===== config.mk =====
export PLATFORM = sky130hd
export DESIGN_NAME = hex_display_scanner
export DESIGN_NICKNAME = d
export VERILOG_FILES = /design/src/rtl/hex_display_scanner_pkg.sv /design/src/rtl/hex_display_scanner_scan_tick_gen.sv /design/src/rtl/hex_display_scanner.sv
export SDC_FILE = /design/constraint.sdc
export NUM_CORES = 1
export LEC_CHECK = 0
export ABC_AREA = 1
export BUFFER_PORTS_ARGS = -buffer_cell sky130_fd_sc_hd__buf_2
export CAP_MARGIN = 40
export CORE_AREA = 3 3 110 112
export DETAILED_ROUTE_END_ITERATION = 10
export DIE_AREA = 0 0 113 115
export PLACE_DENSITY = 0.46
export SYNTH_ARGS = -nofsm -noshare
export SYNTH_HDL_FRONTEND = slang
export SYNTH_SLANG_ARGS = --single-unit

===== constraint.sdc =====
create_clock -name clk -period 2.1 [get_ports clk]
set_input_delay 0.105 -clock clk [delete_from_list [all_inputs] [get_ports clk]]
set_output_delay 0.105 -clock clk [all_outputs]
set_load 0.01 [all_outputs]

===== src/rtl/hex_display_scanner_pkg.sv =====
// Shared definitions for the hex display scanner: FSM encoding, default
// timing constants and a constant-width helper.
package hex_display_scanner_pkg;

    // Slot phases: GUARD keeps every enable off, ON lights the active digit.
    typedef enum logic {
        ST_GUARD = 1'b0,
        ST_ON    = 1'b1
    } state_t;

    localparam int DEFAULT_DIGIT_CYC = 50000;
    localparam int DEFAULT_GUARD_CYC = 2;

    // Bits needed to hold 0..value-1; never less than one bit.
    function automatic int clog2(input int value);
        int r;
        int x;
        r = 0;
        x = value - 1;
        for (int i = 0; i < 32; i++) begin
            if (x > 0) begin
                r = r + 1;
                x = x >> 1;
            end
        end
        return (r < 1) ? 1 : r;
    endfunction

endpackage


===== src/rtl/hex_display_scanner_scan_tick_gen.sv =====
// Slot timer: counts 0..DIGIT_CYC-1 and flags the last guard cycle and the
// last cycle of each digit slot.
import hex_display_scanner_pkg::*;

module scan_tick_gen #(
    parameter int DIGIT_CYC = DEFAULT_DIGIT_CYC,
    parameter int GUARD_CYC = DEFAULT_GUARD_CYC
) (
    input  logic clk,
    input  logic rst_n,
    output logic guard_end,
    output logic slot_end
);

    localparam int CW = clog2(DIGIT_CYC);
    localparam logic [CW-1:0] LAST_CNT  = CW'(DIGIT_CYC - 1);
    localparam logic [CW-1:0] GUARD_LST = CW'(GUARD_CYC - 1);

    logic [CW-1:0] cnt;

    // Free-running slot counter that wraps at the end of every slot.
    always_ff @(posedge clk or negedge rst_n) begin
        if (!rst_n)
            cnt <= '0;
        else if (cnt == LAST_CNT)
            cnt <= '0;
        else
            cnt <= cnt + 1'b1;
    end

    assign slot_end  = (cnt == LAST_CNT);
    assign guard_end = (cnt == GUARD_LST);

endmodule


===== src/rtl/hex_display_scanner.sv =====
// Time-multiplexed scan controller for an N-digit common-anode hex display.
// Holds a double-buffered value, steps through the digits and presents the
// active nibble to an external hex_to_7seg decoder plus active-low enables.
//
// load is a single-cycle strobe with no back-pressure: every cycle it is high
// the value/dp_in pair is captured into the pending buffer (last one wins).
// The pending buffer moves to the display buffer only at frame wrap so a
// frame never shows a mix of two loaded values.
import hex_display_scanner_pkg::*;

module hex_display_scanner #(
    parameter int NUM_DIGITS = 4,
    parameter int DIGIT_CYC  = DEFAULT_DIGIT_CYC,
    parameter int GUARD_CYC  = DEFAULT_GUARD_CYC
) (
    input  logic                    clk,
    input  logic                    rst_n,
    input  logic                    load,
    input  logic [4*NUM_DIGITS-1:0] value,
    input  logic [NUM_DIGITS-1:0]   dp_in,
    input  logic                    blank_lz,
    output logic [3:0]              hex_out,
    output logic [NUM_DIGITS-1:0]   an_n,
    output logic                    dp_n,
    output logic                    frame_done,
    output logic                    pending,
    output state_t                  dbg_state
);

    localparam int DW = clog2(NUM_DIGITS);
    localparam int VW = 4 * NUM_DIGITS;
    localparam logic [DW-1:0] LAST_DIGIT = DW'(NUM_DIGITS - 1);

    logic                  guard_end;
    logic                  slot_end;
    logic                  frame_wrap;
    state_t                state;
    state_t                state_next;
    logic [DW-1:0]         digit;
    logic [DW-1:0]         digit_next;
    logic [VW-1:0]         disp_buf;
    logic [VW-1:0]         pend_buf;
    logic [VW-1:0]         disp_next;
    logic [NUM_DIGITS-1:0] disp_dp;
    logic [NUM_DIGITS-1:0] pend_dp;
    logic [NUM_DIGITS-1:0] disp_dp_next;
    logic                  blank_r;
    logic                  blank_next;
    logic [3:0]            sel_nib;
    logic                  sel_dp;
    logic                  upper_nz;
    logic [NUM_DIGITS-1:0] an_next;

    scan_tick_gen #(
        .DIGIT_CYC (DIGIT_CYC),
        .GUARD_CYC (GUARD_CYC)
    ) u_tick (
        .clk       (clk),
        .rst_n     (rst_n),
        .guard_end (guard_end),
        .slot_end  (slot_end)
    );

    assign frame_wrap = slot_end && (digit == LAST_DIGIT);
    assign dbg_state  = state;

    // Slot phase sequencing: leave GUARD after the guard cycles, return at slot end.
    always_comb begin
        state_next = state;
        case (state)
            ST_GUARD: if (guard_end) state_next = ST_ON;
            ST_ON:    if (slot_end)  state_next = ST_GUARD;
            default:  state_next = ST_GUARD;
        endcase
    end

    // Digit index and buffer contents that the next slot will use.
    always_comb begin
        digit_next   = digit;
        disp_next    = disp_buf;
        disp_dp_next = disp_dp;
        if (slot_end)
            digit_next = (digit == LAST_DIGIT) ? '0 : digit + 1'b1;
        if (frame_wrap) begin
            disp_next    = pend_buf;
            disp_dp_next = pend_dp;
        end
    end

    // Nibble/dp selection and leading-zero blank decision for the next slot.
    always_comb begin
        sel_nib  = 4'h0;
        sel_dp   = 1'b0;
        upper_nz = 1'b0;
        for (int k = 0; k < NUM_DIGITS; k++) begin
            if (digit_next == DW'(k)) begin
                sel_nib = disp_next[4*k +: 4];
                sel_dp  = disp_dp_next[k];
            end
            if ((DW'(k) >= digit_next) && (disp_next[4*k +: 4] != 4'h0))
                upper_nz = 1'b1;
        end
        blank_next = blank_lz && (digit_next != '0) && !upper_nz && !sel_dp;
    end

    // Enable pattern: only the active, unblanked digit goes low, and only in ON.
    always_comb begin
        an_next = '1;
        if ((state_next == ST_ON) && !blank_r) begin
            for (int k = 0; k < NUM_DIGITS; k++)
                if (digit == DW'(k)) an_next[k] = 1'b0;
        end
    end

    // Scan state: FSM, digit index and enable register (reset blanks at once).
    always_ff @(posedge clk or negedge rst_n) begin
        if (!rst_n) begin
            state      <= ST_GUARD;
            digit      <= '0;
            an_n       <= '1;
            frame_done <= 1'b0;
        end else begin
            state      <= state_next;
            digit      <= digit_next;
            an_n       <= an_next;
            frame_done <= frame_wrap;
        end
    end

    // Per-slot outputs latch on GUARD entry so hex_out settles before enables.
    always_ff @(posedge clk or negedge rst_n) begin
        if (!rst_n) begin
            hex_out <= 4'h0;
            dp_n    <= 1'b1;
            blank_r <= 1'b0;
        end else if (slot_end) begin
            hex_out <= sel_nib;
            dp_n    <= blank_next ? 1'b1 : !sel_dp;
            blank_r <= blank_next;
        end
    end

    // Double buffer: commit at frame wrap, a load in that cycle refills pending.
    always_ff @(posedge clk or negedge rst_n) begin
        if (!rst_n) begin
            disp_buf <= '0;
            disp_dp  <= '0;
            pend_buf <= '0;
            pend_dp  <= '0;
            pending  <= 1'b0;
        end else begin
            if (frame_wrap) begin
                disp_buf <= pend_buf;
                disp_dp  <= pend_dp;
                pending  <= 1'b0;
            end
            if (load) begin
                pend_buf <= value;
                pend_dp  <= dp_in;
                pending  <= 1'b1;
            end
        end
    end

endmodule


==> results of run 1 <==
## layer usage
| metal | vias up | share of wire (%) | GRT usage, % | wire length, um |
|---|---|---|---|---|
| li1 | 1387 | - | - | - |
| met1 | 1208 | 49 | 16.7 | 3790 |
| met2 | 38 | 46 | 20.6 | 3590 |
| met3 | 12 | 3.6 | 3.68 | 282 |
| met4 | 0 | 1.7 | 4.89 | 136 |
| met5 | - | 0 | 0 | 0 |
## final cells by class
cell class | instances | area [um2]
tap | 143 | 179
fill | 1196 | 6950
multi-input combinational | 265 | 1370
clock inverter | 6 | 85.1
timing repair buffer | 78 | 571
clock buffer | 10 | 229
sequential | 71 | 1780
inverter | 41 | 154
## registers in the layout, indices dropped and copies added (netlist names)
signal and count:
disp_buf 16, digit 2, frame_done 1, pend_buf 16, disp_dp 4, u_tick.cnt 16
dp_n 1, dbg_state 1, blank_r 1, hex_out 4, pend_dp 4, pending 1
an_n 4
## stage by stage
step	area, um2	utilization [%]	worst slack, ns	power, mW
after floorplan	3350	-	0.201	1.48
after global placement	3770	33.3	0.104	1.55
after detailed placement	3770	33.3	0.0515	1.56
after CTS	4290	37.9	0.0402	3.22
after global routing	4370	38.6	0.0000411	3.30
final	4370	38.6	0.133	3.17
## worst register-to-register path: stages, from the launching register on
cell and delay [ns]:
dfrtp_1 0.38, ha_2 0.22, nand3_4 0.10, nor2_4 0.20, nand3_4 0.17, buf_4 0.21
nand2_1 0.07, o21ai_1 0.10, nand2_1 0.09, nand3_1 0.07, nor2_1 0.16, o21ai_1 0.08
## repair_timing
action | in CTS | in global routing
resized for setup | 0 | 9
hold endpoints to repair | 40 | 0
buffers inserted | 0 | 5
setup endpoints to repair | 0 | 5
hold buffers | 21 | 0
## cell usage in the layout (no fill, tap or decap), types with 3 or more instances in the layout
master and n:
nand2_1 121, dfrtp_1 66, inv_1 37, buf_2 35, nor2_1 25, dlygate4sd3_1 21
buf_4 19, o21ai_0 18, nand3_1 17, nand4_1 13, o21ai_1 10, nand2_2 9
clkbuf_16 9, nor2_2 8, nor3_1 5, nor2_4 5, o21ai_2 5, ha_1 5
dfstp_2 5, xor2_1 4, inv_2 3, a21oi_1 3
## cells in the mapped netlist, types with 5 or more instances
| cell type | n | share of area (%) |
|---|---|---|
| buf_6 | 5 | 1.7 |
| nand2_1 | 122 | 14 |
| nand2_2 | 8 | 1.5 |
| dfstp_2 | 5 | 3.9 |
| nand3_1 | 17 | 2.5 |
| nor2_2 | 6 | 1.1 |
| ha_1 | 6 | 2.2 |
| inv_1 | 37 | 4.1 |
| o21ai_1 | 10 | 1.5 |
| nor2_1 | 28 | 3.1 |
| nand4_1 | 13 | 2.4 |
| o21ai_2 | 5 | 1.3 |
| dfrtp_1 | 66 | 49 |
| o21ai_0 | 18 | 2.7 |
| nor3_1 | 5 | 0.75 |
## power breakdown
group / internal, mW / switching [mW] / leakage [nW]
sequential: 1.40 / 0.0127 / 0.908
clock: 1.03 / 0.575 / 0.148
combinational: 0.0630 / 0.0784 / 1.09
total: 2.50 / 0.666 / 2.15
## logic make-up after synthesis
logic type               after synthesis  share of synthesized area, %
XOR/XNOR                               4                          1.05
adder cells (fa/ha/maj)                6                          2.24
AND/OR/NAND/NOR                      214                          29.7
flip-flops                            71                          53.2
AO/OA/AOI/OAI                         40                          6.87
buffers and inverters                 51                          6.87
## worst max path at each step
stage,start,to,slack [ns]
2_1_floorplan,digit[0]$_DFF_PN0_,blank_r$_DFFE_PN0N_,0.20
3_3_place_gp,u_tick.cnt[1]$_DFF_PN0_,hex_out[0]$_DFFE_PN0N_,0.10
3_5_place_dp,u_tick.cnt[1]$_DFF_PN0_,hex_out[0]$_DFFE_PN0N_,0.05
4_1_cts,u_tick.cnt[1]$_DFF_PN0_,hex_out[0]$_DFFE_PN0N_,0.04
5_1_grt,u_tick.cnt[1]$_DFF_PN0_,blank_r$_DFFE_PN0N_,0.00004
6_report,u_tick.cnt[1]$_DFF_PN0_,hex_out[3]$_DFFE_PN0N_,0.13
==> results.sh, run 1 <==
export IMPL_status="complete, no violations"
export IMPL_fp_row_count=39
export IMPL_cts_tree="built"
export IMPL_num_io_pins=36
export IMPL_fin_setup_tns_ns=0
export IMPL_insertion_delay_ns=0.34
export IMPL_cts_path_max_buffers=2
export IMPL_ff2ff_path_depth=11
export IMPL_finClkSkew_ns=0.00835
export IMPL_root_buffer="clkbuf_16"
export IMPL_min_period_over_period_pct=93.7
export IMPL_final_antenna_net_count=0
export IMPL_drv_cap=0
export IMPL_rrSetupSlack_ns=0.13
export IMPL_period_needed_ns=1.97
export IMPL_min_path_cells=3
export IMPL_ys_warn_count=0
export IMPL_cts_sinks=71
export IMPL_vias=2645
export IMPL_r2r_end="hex_out[3]$_DFFE_PN0N_"
export IMPL_slew_headroom_pct=61.3
export IMPL_grt_max_degree=36
export IMPL_cts_buffers=9
export IMPL_grt_pass1_wl_um=13200
export IMPL_port_buffers=35
export IMPL_netlist_instances=386
export IMPL_initial_core_util_pct=29.6
export IMPL_required_ns=2.32
export IMPL_ys_types=33
export IMPL_drc=0
export IMPL_tightestPinTransition_ns=0.581
export IMPL_slowest_delay_ns=0.38
export IMPL_dr_pass1_iters=4
export IMPL_htree_levels=3
export IMPL_arrival_ns=2.18
export IMPL_antenna_found_initial=0
export IMPL_critical_path_class="register to register"
export IMPL_ys_seq_area_share_pct=53.2
export IMPL_diodes=0
export IMPL_grtUsageTotal_pct=12.9
export IMPL_cp_slowest_cell="dfrtp_1"
export IMPL_routabilityCongestion=0.874
export IMPL_rr_startpoint="u_tick.cnt[1]$_DFF_PN0_"
export IMPL_cellLeakagePower_nw=2.15
export IMPL_critical_path_top_delay_family="simple AND/OR/NAND/NOR gates"
export IMPL_cp_cell_sequence="ha_2, nand3_4, nor2_4, nand3_4, buf_4, nand2_1, o21ai_1, nand2_1, nand3_1, nor2_1, o21ai_1"
export IMPL_wl_per_cell_um=12.7
export IMPL_syn_nets=416
export IMPL_hpwlAfterDp_um=5760
export IMPL_detail_route_iter0_violations=79
export IMPL_coreArea_um2=11300
export IMPL_layout_cells_non_filler=614
export IMPL_postSynth_asyncResetShare_pct=100
export IMPL_rsz0062_at_grt="no"
export IMPL_max_freq_mhz=508
export IMPL_p_per_area_nw_per_um2=725
export IMPL_overflow=0
export IMPL_drv_slew=0
export IMPL_timing_hold_violations_final=0
export IMPL_whs_endpoint="pending$_DFFE_PN0P_"
export IMPL_critPathLaunchType="register"
export IMPL_synth_edf_count=0
export IMPL_drive_gt1_share_pct=24.8
export IMPL_syn_avg_cell_area_um2=8.68
export IMPL_syn2layout_area_growth_pct=30.4
export IMPL_end_kind="register"
export IMPL_path_buf_inv=1
export IMPL_dp_cells=571
export IMPL_setup_viol=0
export IMPL_min_from="load"
export IMPL_grt_pass1_vias=2721
export IMPL_layout_nets=496
export IMPL_clkTransAtPathRegs_ns=0.06
export IMPL_hold_ws_ns=0.135
export IMPL_path_depth=11
export IMPL_cp_max_fo=10
export IMPL_die_area_um2=13000
export IMPL_yosys_most_used_dff="dfrtp_1"
export IMPL_hold_class="input pin to register"
export IMPL_die_y_um=115
export IMPL_ys_seq_elements=71
export IMPL_via_per_inst=4.31
export IMPL_peakVddDrop_v=0.000446
export IMPL_synth_area_um2=3350
export IMPL_wl_um=7800
export IMPL_die_w_um=113
Power figures use the tool's default switching activity.
==> run 2: changes to the inputs <==
Settings changed: CORE_AREA 3 3 110 112 to 2 2 109 111, DIE_AREA 0 0 113 115 to 0 0 111 113, PLACE_DENSITY 0.46 to 0.47.
Clock period 2.1 ns to 1.7 ns, I/O delays scaled along.
==> results.sh, run 2 (synthesized netlist as in run 1, its figures left out) <==
export IMPL_setup_ws_ns=-0.148
export IMPL_detail_route_iter0_violations=82
export IMPL_rsz0062_at_grt="yes"
export IMPL_use_met1_pct=17.7
export IMPL_finClkSkew_ns=0.00690
export IMPL_overflow=0
export IMPL_cp_slowest_cell="dfrtp_1"
export IMPL_startpoint="u_tick.cnt[0]$_DFF_PN0_"
export IMPL_cp_max_fo=4
export IMPL_diodes=0
export IMPL_fp_row_count=39
export IMPL_slowest_delay_ns=0.39
export IMPL_via_per_inst=4.38
export IMPL_hpwlAfterDp_um=5880
export IMPL_grtUsageMet2_pct=24.0
export IMPL_cellLeakagePower_nw=2.44
export IMPL_cp_cell_sequence="ha_4, nand3_4, nor2_4, buf_6, nand2_4, o21ai_4, nor2_2, buf_4, nand2_1, nand3_1, nor2_1, o21ai_1"
export IMPL_setup_viol=11
export IMPL_comb_power_share_pct=4.5
export IMPL_endpoint="hex_out[1]$_DFFE_PN0N_"
export IMPL_cts_tree="built"
export IMPL_gr_usage_met3_pct=3.80
export IMPL_initial_core_util_pct=29.7
export IMPL_cts_path_max_buffers=2
export IMPL_cts_buffers=9
export IMPL_p_int_mw=2.99
export IMPL_syn2layout_area_growth_pct=45.8
export IMPL_dr_pass1_iters=4
export IMPL_drc=0
export IMPL_fin_setup_tns_ns=-0.798
export IMPL_dp_cells=617
export IMPL_status="finished with violations"
export IMPL_p_per_area_nw_per_um2=787
export IMPL_rr_startpoint="u_tick.cnt[0]$_DFF_PN0_"
export IMPL_p_sw_uw=854
export IMPL_grt_pass1_wl_um=14300
export IMPL_routabilityCongestion=0.891
export IMPL_root_buffer="clkbuf_16"
export IMPL_grt_max_degree=72
export IMPL_num_io_pins=36
export IMPL_die_area_um2=12500
export IMPL_drive_gt1_share_pct=37.5
export IMPL_rrSetupSlack_ns=-0.15
export IMPL_path_buf_inv=2
export IMPL_required_ns=1.93
export IMPL_critPathLaunchType="register"
export IMPL_arrival_ns=2.08
export IMPL_insertion_delay_ns=0.34
export IMPL_clkTransAtPathRegs_ns=0.06
export IMPL_final_common_cell="nand2_1"
export IMPL_port_buffers=35
export IMPL_drv_slew=0
export IMPL_grtUsageTotal_pct=14.3
export IMPL_coreArea_um2=11300
export IMPL_tightestPinTransition_ns=0.482
export IMPL_peakVddDrop_v=0.000590
export IMPL_most_common_layout_cells="nand2_1 (109), buf_4 (69), dfrtp_1 (66)"
export IMPL_wl_per_cell_um=12.2
export IMPL_min_period_over_period_pct=109
export IMPL_drv_cap=0
export IMPL_path_depth=12
export IMPL_vias=2911
export IMPL_slew_headroom_pct=67.9
export IMPL_switching_share_pct=22.2
export IMPL_antenna_found_initial=0
export IMPL_critical_path_top_delay_family="simple AND/OR/NAND/NOR gates"
export IMPL_wl_um=8130
export IMPL_grt_pass1_vias=3029
export IMPL_power_frac_clock_pct=50.0
export IMPL_hold_class="input pin to register"
export IMPL_final_antenna_net_count=0
export IMPL_r2r_end="hex_out[1]$_DFFE_PN0N_"
export IMPL_period_needed_ns=1.85
export IMPL_ff2ff_path_depth=12
export IMPL_timing_hold_violations_final=0
export IMPL_layout_cells_non_filler=665
export IMPL_max_freq_mhz=541
export IMPL_layout_nets=547
export IMPL_htree_levels=3
export IMPL_failed_checks="negative setup slack"
export IMPL_critical_path_class="register to register"
export IMPL_top_regs="disp_buf x16, pend_buf x16, u_tick.cnt x16"
export IMPL_busiest_layer="met2"
export IMPL_die_w_um=111
export IMPL_end_kind="register"
export IMPL_cts_sinks=71
export IMPL_fillCellCount=1112
export IMPL_multi_input_area_um2=1500
export IMPL_seq_area_um2=1780
export IMPL_die_y_um=113
export IMPL_seq_power_share_pct=45.5
[run 2: worst min path at each step]
stage / start / to / slack, ns / cells past startpoint
after floorplan: rst_n / blank_r$_DFFE_PN0N_ / -0.21 / 0
after global placement: rst_n / u_tick.cnt[2]$_DFF_PN0_ / 0.15 / 2
after detailed placement: rst_n / u_tick.cnt[2]$_DFF_PN0_ / 0.15 / 2
after CTS: load / pend_buf[11]$_DFFE_PN0P_ / 0.20 / 3
after global routing: load / pend_buf[11]$_DFFE_PN0P_ / 0.25 / 3
final: load / pend_buf[11]$_DFFE_PN0P_ / 0.20 / 3
[run 2: layout make-up]
class                           count  area share (%)
Tap cell                          143            3.66
Multi-Input combinational cell    264            30.6
Inverter                           41            3.15
Clock inverter                      6            1.33
Clock buffer                       10            4.89
Sequential cell                    71            36.5
Timing Repair Buffer              130            19.8
[run 2: power by group through the flow]
| stage | registers [mW] | logic, mW | clock network [mW] |
|---|---|---|---|
| 2_1_floorplan | 1.77 | 0.0543 | 0 |
| 3_3_place_gp | 1.78 | 0.135 | 0 |
| 3_5_place_dp | 1.78 | 0.139 | 0 |
| 4_1_cts | 1.75 | 0.176 | 1.98 |
| 5_1_grt | 1.75 | 0.202 | 2.03 |
| 6_report | 1.75 | 0.172 | 1.92 |
[run 2: worst reg2reg max path: stages, from the launching register on]
cell,delay (ns)
dfrtp_1,0.39
ha_4,0.17
nand3_4,0.11
nor2_4,0.18
buf_6,0.13
nand2_4,0.06
o21ai_4,0.18
nor2_2,0.07
buf_4,0.15
nand2_1,0.06
nand3_1,0.07
nor2_1,0.11
o21ai_1,0.06
[run 2: stage by stage]
stage          hold WS (ns)  power, mW  util (%)  setup slack [ns]  instance area [um2]
5_1_grt               0.252       3.98      43.3            -0.314                 4880
3_5_place_dp          0.149       1.92      36.8            -0.219                 4150
2_1_floorplan        -0.211       1.83         -            0.0128                 3390
3_3_place_gp          0.150       1.91      36.8            -0.192                 4150
6_report              0.201       3.84      43.3            -0.148                 4880
4_1_cts               0.196       3.90      42.2            -0.108                 4750
[run 2: metal layers]
| layer | part of all wire [%] | up-vias | routed length (um) |
|---|---|---|---|
| li1 | - | 1489 | - |
| met1 | 47 | 1367 | 3810 |
| met2 | 48 | 40 | 3880 |
| met3 | 3.0 | 15 | 247 |
| met4 | 2.4 | 0 | 192 |
| met5 | 0 | - | 0 |
[run 2: what timing repair did]
action	in CTS	in global routing
endpoints found under the hold margin	86	0
setup endpoints to repair	15	19
pin swaps	5	14
cloned	0	0
gates resized for setup	18	24
hold buffers	21	0
setup buffers	5	6
